--- config.mk ---
export PLATFORM = sky130hd
export DESIGN_NAME = calc_sequencer
export DESIGN_NICKNAME = d
export VERILOG_FILES = /design/src/rtl/calc_sequencer.sv
export SDC_FILE = /design/constraint.sdc
export NUM_CORES = 1
export LEC_CHECK = 0
export BUFFER_PORTS_ARGS = -buffer_cell sky130_fd_sc_hd__clkbuf_2
export CORE_MARGIN = 2
export CORE_UTILIZATION = 35
export DETAILED_ROUTE_END_ITERATION = 8
export HOLD_SLACK_MARGIN = 0.12
export PLACE_DENSITY = 0.6
export SYNTH_ARGS = -nofsm -noshare
export SYNTH_HDL_FRONTEND = slang
export SYNTH_SLANG_ARGS = --single-unit
export TNS_END_PERCENT = 10
--- constraint.sdc ---
create_clock -name clk -period 6 [get_ports clk]
set_input_delay 0.9 -clock clk [delete_from_list [all_inputs] [get_ports clk]]
set_output_delay 0.9 -clock clk [all_outputs]
set_load 0.005 [all_outputs]
--- src/rtl/calc_sequencer.sv ---
// Sequenced sum/product/net/ratio calculator sharing one adder and one multiplier.
// Ratio runs a restoring divider, one quotient bit per cycle, 2*W cycles.
module calc_sequencer #(
  parameter int W = 8
) (
  input  logic           clk,
  input  logic           rst,
  input  logic           in_valid,
  output logic           in_ready,
  input  logic [1:0]     in_op,
  input  logic [W-1:0]   in_a,
  input  logic [W-1:0]   in_b,
  output logic           out_valid,
  input  logic           out_ready,
  output logic [2*W-1:0] out_result,
  output logic           out_dbz,
  output logic           busy,
  output logic [15:0]    done_count
);

  typedef enum logic [1:0] {
    IDLE = 2'd0,
    EXEC = 2'd1,
    DIV  = 2'd2,
    DONE = 2'd3
  } state_t;

  localparam logic [1:0] OP_SUM   = 2'd0;
  localparam logic [1:0] OP_MUL   = 2'd1;
  localparam logic [1:0] OP_NET   = 2'd2;
  localparam logic [1:0] OP_RATIO = 2'd3;
  localparam int         CNT_W    = $clog2(2*W + 1);

  state_t state, state_next;

  logic [1:0]       op_q;
  logic [W-1:0]     a_q;
  logic [W-1:0]     b_q;
  logic [2*W-1:0]   dividend_q;
  logic [W:0]       divisor_q;
  logic [W+1:0]     rem_q;
  logic [2*W-1:0]   quot_q;
  logic [CNT_W-1:0] cnt_q;
  logic [2*W-1:0]   result_q;
  logic             dbz_q;

  logic [W:0]       sum_w;
  logic [2*W-1:0]   prod_w;
  logic [2*W-1:0]   net_w;
  logic [W+2:0]     step_w;
  logic [W+1:0]     rem_next_w;
  logic [2*W-1:0]   quot_next_w;
  logic             last_iter_w;
  logic             accept_w;
  logic             handshake_w;

  // One restoring step: returns {quotient bit, new remainder}. The shifted
  // remainder is always below 2*divisor, so W+2 bits cannot overflow.
  function automatic logic [W+2:0] div_step(input logic [W+1:0] rem,
                                            input logic         msb,
                                            input logic [W:0]   divisor);
    logic [W+1:0] rem_sh;
    logic [W+1:0] div_ext;
    rem_sh  = {rem[W:0], msb};
    div_ext = {1'b0, divisor};
    if (rem_sh >= div_ext) begin
      div_step = {1'b1, rem_sh - div_ext};
    end else begin
      div_step = {1'b0, rem_sh};
    end
  endfunction

  assign sum_w       = {1'b0, a_q} + {1'b0, b_q};
  assign prod_w      = {{W{1'b0}}, a_q} * {{W{1'b0}}, b_q};
  assign net_w       = {{(W-1){1'b0}}, sum_w} + prod_w;
  assign step_w      = div_step(rem_q, dividend_q[2*W-1], divisor_q);
  assign rem_next_w  = step_w[W+1:0];
  assign quot_next_w = {quot_q[2*W-2:0], step_w[W+2]};
  assign last_iter_w = (cnt_q == CNT_W'(1));
  assign accept_w    = (state == IDLE) && in_valid;
  assign handshake_w = (state == DONE) && out_ready;

  always_ff @(posedge clk) begin
    if (rst) begin
      state      <= IDLE;
      done_count <= '0;
    end else begin
      state <= state_next;
      if (handshake_w) begin
        done_count <= done_count + 16'd1;
      end
    end
  end

  always_comb begin
    state_next = state;
    in_ready   = 1'b0;
    out_valid  = 1'b0;
    busy       = 1'b1;
    case (state)
      IDLE: begin
        in_ready = 1'b1;
        busy     = 1'b0;
        if (in_valid) begin
          state_next = EXEC;
        end
      end
      EXEC: begin
        if ((op_q == OP_RATIO) && (sum_w != '0)) begin
          state_next = DIV;
        end else begin
          state_next = DONE;
        end
      end
      DIV: begin
        if (last_iter_w) begin
          state_next = DONE;
        end
      end
      DONE: begin
        out_valid = 1'b1;
        if (out_ready) begin
          state_next = IDLE;
        end
      end
      default: state_next = IDLE;
    endcase
  end

  // Operand capture and divider state; never observed before being loaded.
  always_ff @(posedge clk) begin
    if (accept_w) begin
      op_q <= in_op;
      a_q  <= in_a;
      b_q  <= in_b;
    end
    if ((state == EXEC) && (op_q == OP_RATIO)) begin
      dividend_q <= prod_w;
      divisor_q  <= sum_w;
      rem_q      <= '0;
      quot_q     <= '0;
      cnt_q      <= CNT_W'(2*W);
    end else if (state == DIV) begin
      dividend_q <= {dividend_q[2*W-2:0], 1'b0};
      rem_q      <= rem_next_w;
      quot_q     <= quot_next_w;
      cnt_q      <= cnt_q - CNT_W'(1);
    end
  end

  // Result register: written in EXEC or on the last divide step, held in DONE.
  always_ff @(posedge clk) begin
    if (rst) begin
      result_q <= '0;
      dbz_q    <= 1'b0;
    end else if (state == EXEC) begin
      case (op_q)
        OP_SUM: begin
          result_q <= {{(W-1){1'b0}}, sum_w};
          dbz_q    <= 1'b0;
        end
        OP_MUL: begin
          result_q <= prod_w;
          dbz_q    <= 1'b0;
        end
        OP_NET: begin
          result_q <= net_w;
          dbz_q    <= 1'b0;
        end
        default: begin
          if (sum_w == '0) begin
            result_q <= '1;
            dbz_q    <= 1'b1;
          end else begin
            dbz_q    <= 1'b0;
          end
        end
      endcase
    end else if ((state == DIV) && last_iter_w) begin
      result_q <= quot_next_w;
    end
  end

  assign out_result = result_q;
  assign out_dbz    = dbz_q;

endmodule
Yosys cells after proc, flatten, opt, wreduce, memory -nomap -nowiden
Index checks and enable logic that the tools add are counted.
- add/sub/neg operators: 5
- $mul: 1
- order comparisons: 1
- eq/ne operators: 11
- mux-type cells: 17
- reduce and logical (&&, ||, !) cells: 14
- operators with widths (operator ; count):
    $mux 16 ; 5
    $pmux 16 s3 ; 1
    $add 16x1->16 const B ; 1
    $add 9x16->16 ; 1
    $mul 8x8->16 ; 1
    $mux 11 ; 1
    $ge 10x9->1 ; 1
    $sub 10x9->10 ; 1
    $add 8x8->9 ; 1
    $logic_not 9->1 ; 1
    $reduce_bool 9->1 ; 1
    $eq 2x2->1 const B ; 4
    $pmux 2 s4 ; 1
    $mux 1 ; 6
    $mux 2 ; 3
    $ne 2x2->1 const B ; 3
    $eq 5x1->1 const B ; 1
    $logic_and 1x1->1 ; 5
    $ne 5x1->1 const B ; 1
    $sub 5x1->5 const B ; 1
    $eq 2x1->1 const B ; 2
    $logic_not 2->1 ; 2
    $reduce_bool 2->1 ; 2
    $reduce_and 3->1 ; 1
    2 further kinds ; 2
- flip-flop bits (word level): 107
- bits of input ports: 22
- output and inout port bits: 36
- word-level logic and storage cells: 61

Depth between registers and ports, before layout
- depth in word-level cells: 5
- mapped depth: 21
- depth with buffers taken out: 21

Least setup slack after synthesis
OpenSTA, ideal clock, no wires.
- kind: reg-to-reg
- from: register a_q[4]
- to: register result_q[13], in the netlist out_result[13]
- library setup time: 0.132 ns
- arrival time: 4.992 ns
- data required time: 5.868 ns
- slack: 0.876 ns
- cell stages (with the launch flop): 17
- path buffers: 0
- period minus slack after synthesis: 5.124 ns
- cells stage by stage: edfxtp_1 > ha_1 > fa_1 > fa_1 > fa_1 > inv_1 > fa_1 > inv_1 > ha_1 > and3_1 > a22o_1 > o41a_1 > xor2_1 > and3_1 > a31oi_1 > a2111oi_0 > o21ai_0
- word-level cells in the longest chain between the ends: 4
- elaborated cells between the ends (all ways): 8
- classes of those cells: add/sub: 2; mul: 1; eq/ne: 1; mux: 2; reduce/logical: 2
- RTL lines (element ; RTL line ; RTL):
    start, declared ; 37 ; logic [W-1:0] a_q;
    start signal, assigned ; 134 ; a_q <= in_a;
    $mul 8x8->16 or $add 8x8->9 (tied branches) ; 74, 73 ;
    $add 9x16->16 or $logic_not 9->1 (tied branches) ; 75, 171 ;
    $pmux 16 s3 or $ne 5x1->1 (tied branches) ; - ;
    $mux 16 or $reduce_and 2->1 (tied branches) ; - ;
    end signal, assigned ; 159 ; result_q <= {{(W-1){1'b0}}, sum_w};
    end signal, assigned ; 163 ; result_q <= prod_w;
    end signal, assigned ; 167 ; result_q <= net_w;
    end, declared ; 44 ; logic [2*W-1:0] result_q;
Parallel ways exist; a longest one is shown, timed or not.
A chain may end at the register's enable or synchronous reset.

Worst setup path in the final report
- from: register b_q[3]
- to: register result_q[12], in the netlist out_result[12]
- word-level cells in the longest chain between the ends: 4
- elaborated cells between the ends (all ways): 8
- classes of those cells: add/sub: 2; mul: 1; eq/ne: 1; mux: 2; reduce/logical: 2
- RTL lines (element ; RTL line ; RTL):
    start, declared ; 38 ; logic [W-1:0] b_q;
    start signal, assigned ; 135 ; b_q <= in_b;
    $mul 8x8->16 or $add 8x8->9 (tied branches) ; 74, 73 ;
    $add 9x16->16 or $logic_not 9->1 (tied branches) ; 75, 171 ;
    $pmux 16 s3 or $ne 5x1->1 (tied branches) ; - ;
    $mux 16 or $reduce_and 2->1 (tied branches) ; - ;
Parallel ways exist; a longest one is shown, timed or not.

==> flow_metrics.env <==
export IMPL_core_area_um2=21820
export IMPL_die_height_um=153.2
export IMPL_yosys_top_cells_area="edfxtp_1 17%, dfxtp_1 16%, ha_1 12%"
export IMPL_htreeDepth=3
export IMPL_setup_viol=0
export IMPL_yosysTopAreaCell="edfxtp_1"
export IMPL_worst_path_buf_inv=2
export IMPL_yosys_top_cells_count="94 x nand2_1, 76 x inv_1, 74 x ha_1, 64 x dfxtp_1, 60 x nor2_1"
export IMPL_cp_data_required_time_ns=6.26
export IMPL_post_cts_setup_buffer_count=0
export IMPL_worstSkewPairLatency_ns=0.36
export IMPL_nets=1021
export IMPL_dr_max_layer_used="met4"
export IMPL_finClkSkew_ns=0.01267
export IMPL_wl_met3_um=643
export IMPL_gp_congestion=0.8975
export IMPL_grt_pass1_wl_mm=30.93
export IMPL_core_rowCount=54
export IMPL_met2_length_mm=8.635
export IMPL_ys_warn_count=0
export IMPL_cp_top_family="adder cells"
export IMPL_netlist_area_leader_share_pct=16.57
export IMPL_grt_start_max_net_pins=47
export IMPL_start_kind="register"
export IMPL_cts_made_buffers=9
export IMPL_grt_overflow=0
export IMPL_cts_root_buf="clkbuf_16"
export IMPL_n_antenna_cell=0
export IMPL_drt_total_wl_mm=18.27
export IMPL_drive_above_1_share_pct=10.44
export IMPL_path_max_fanout=8
export IMPL_final_fill_count=2208
export IMPL_worstRegToRegCells=19
export IMPL_vias=6012
export IMPL_critPathArrivalTime_ns=5.87
export IMPL_slew_viol_final=0
export IMPL_async_flop_share_pct=0
export IMPL_via_per_inst=5.134
export IMPL_syn_avg_cell_area_um2=9.313
export IMPL_clk_path_buf_depth=2
export IMPL_firstDrtPassIters=5
export IMPL_fp_dieW_um=153.2
export IMPL_antenna_found_initial=0
export IMPL_avgRoutedWirePerCell_um=15.61
export IMPL_period_needed_ns=5.606
export IMPL_period_share_pct=93.43
export IMPL_rsz0062_at_grt="no"
export IMPL_io_buffer_count=57
export IMPL_wl_met1_mm=8.653
export IMPL_hp_class="register to register"
export IMPL_max_slew_margin_rel_pct=42.30
export IMPL_ys_ff_latch=107
export IMPL_ant_nets=0
export IMPL_synth_ff_type="dfxtp_1"
export IMPL_area_growth_pct=11.52
export IMPL_dpl_hpwl_mm=13.68
export IMPL_cts_tree="done"
export IMPL_outcome="complete, no violations"
export IMPL_crit_type="register to register"
export IMPL_tightest_slew_ns=0.8654
export IMPL_netlist_instances=837
export IMPL_cts_hold_buffers=0
export IMPL_dieArea_um2=23480
export IMPL_clock_sinks=107
export IMPL_crit_cells=19
export IMPL_cpMaxStageDelayCell="edfxtp_1"
export IMPL_synth_most_common_cell="nand2_1"
export IMPL_synth_fp_nets=972
export IMPL_crit_path_cell_trace="ha_1, fa_1, fa_1, fa_1, inv_1, fa_1, inv_1, ha_1, a21o_1, a21oi_1, xnor2_1, ha_1, or3_1, o21ai_0, a21oi_1, nand4_1, xnor2_1, a221oi_1, o41ai_1"
export IMPL_fin_tns_setup_ns=0
export IMPL_drt_initial_drc_count=376
export IMPL_whs_path_depth=2
export IMPL_yosysSeqAreaShare_pct=33.00
export IMPL_timing_fmax_ghz=0.1784
export IMPL_drv_cap=0
export IMPL_max_stage_delay_ns=0.55
export IMPL_drc=0
export IMPL_worstSetupEndpointType="register"
export IMPL_synth_edff_count=43
export IMPL_clkSlewWorstSetupHoldPaths_ns=0.09
export IMPL_io_pins=58
export IMPL_initial_core_util_pct=35.72
export IMPL_grt_usage_pct=16.17
export IMPL_grt_pass1_vias=6090
export IMPL_worst_path_most_repeated_cell="fa_1"
export IMPL_hold_violations=0
export IMPL_ys_types=62
export IMPL_synth_area_um2=7795
[cell families (layout without fill, tap and decap cells)]
| group | Yosys count | count (layout) | share of synthesized area, % |
|---|---|---|---|
| simple gates | 289 | 289 | 18.38 |
| fa+ha+maj | 113 | 113 | 21.89 |
| compound gates | 158 | 158 | 13.88 |
| flops | 107 | 107 | 33.00 |
| mux | 19 | 19 | 2.440 |
| buf+inv | 103 | 157 | 5.008 |
| xor+xnor | 48 | 48 | 5.393 |
[flip-flops by register name, indices dropped and copies added (netlist names)]
register and cells:
cnt_q 5, state 2, a_q 8, out_dbz 1
divisor_q 9, b_q 8, done_count 16, rem_q 9
out_result 16, dividend_q 16, op_q 2, quot_q 15
[final timing paths]
path | start | to | slack (ns)
max | b_q[3]$_DFFE_PP_ | out_result[12]$_SDFFE_PP0P_ | 0.39
min | out_result[3]$_SDFFE_PP0P_ | out_result[3]$_SDFFE_PP0P_ | 0.45
max reg2reg | b_q[3]$_DFFE_PP_ | out_result[12]$_SDFFE_PP0P_ | 0.39
min reg2reg | out_result[3]$_SDFFE_PP0P_ | out_result[3]$_SDFFE_PP0P_ | 0.45
[metal layers]
metal	global-route usage [%]	vias to the layer above
met5	0	-
met4	4.541	0
met3	2.920	18
met2	27.08	119
met1	21.44	2876
li1	-	2999
[worst min-delay path: stages, from the launching register on]
cell     delay (ns)
dfxtp_1        0.31
nand2_1        0.05
a21oi_1        0.05
[area by class of cell]
class / instances / area (um^2) / share of cell area [%]
repair buffers: 64 / 337.8 / 3.886
multi-input cells: 627 / 4838 / 55.66
well taps: 280 / 350.3 / 4.030
inverters: 77 / 289.0 / 3.325
clock buffers: 9 / 225.2 / 2.591
flip-flops and latches: 107 / 2572 / 29.59
clock inverters: 7 / 80.08 / 0.9211
[stage by stage]
| stage | area [um^2] | std cells | hold slack [ns] | worst slack [ns] | util (%) |
|---|---|---|---|---|---|
| finish | 8693 | 1171 | 0.4544 | 0.3945 | 39.83 |
| global route | 8693 | 1171 | 0.4744 | 0.02056 | 39.83 |
| CTS | 8690 | 1171 | 0.4573 | 0.3481 | 39.82 |
| detailed placement | 8384 | 1155 | 0.4467 | 0.3883 | 38.42 |
| global placement | 8384 | 1155 | 0.4430 | 0.5473 | 38.42 |
| floorplan | 7795 | 837 | 0.4465 | 0.8764 | - |
[timing repair]
action | CTS | global route
setup endpoints to repair | 0 | 1
resized for setup | 0 | 1
endpoints found under the hold margin | 0 | 0
[cells in the final DEF (no fill, tap or decap), types with 6 or more instances in the layout]
| cell | n |
|---|---|
| nand2_1 | 94 |
| inv_1 | 76 |
| ha_1 | 73 |
| dfxtp_1 | 64 |
| nor2_1 | 60 |
| clkbuf_2 | 57 |
| and2_1 | 53 |
| a21oi_1 | 43 |
| edfxtp_1 | 43 |
| fa_1 | 39 |
| xor2_1 | 25 |
| xnor2_1 | 23 |
| o21ai_0 | 22 |
| mux2i_1 | 19 |
| nand3_1 | 17 |
| a21o_1 | 16 |
| and3_1 | 14 |
| o211ai_1 | 12 |
| a211oi_1 | 11 |
| nand2b_1 | 10 |
| nor3_1 | 9 |
| clkbuf_16 | 9 |
| a31oi_1 | 7 |
| buf_4 | 7 |
| nand4_1 | 6 |
| or3_1 | 6 |
Power is not shown: default switching activity piles up to over one toggle a cycle in this logic, so the estimate is an artifact.
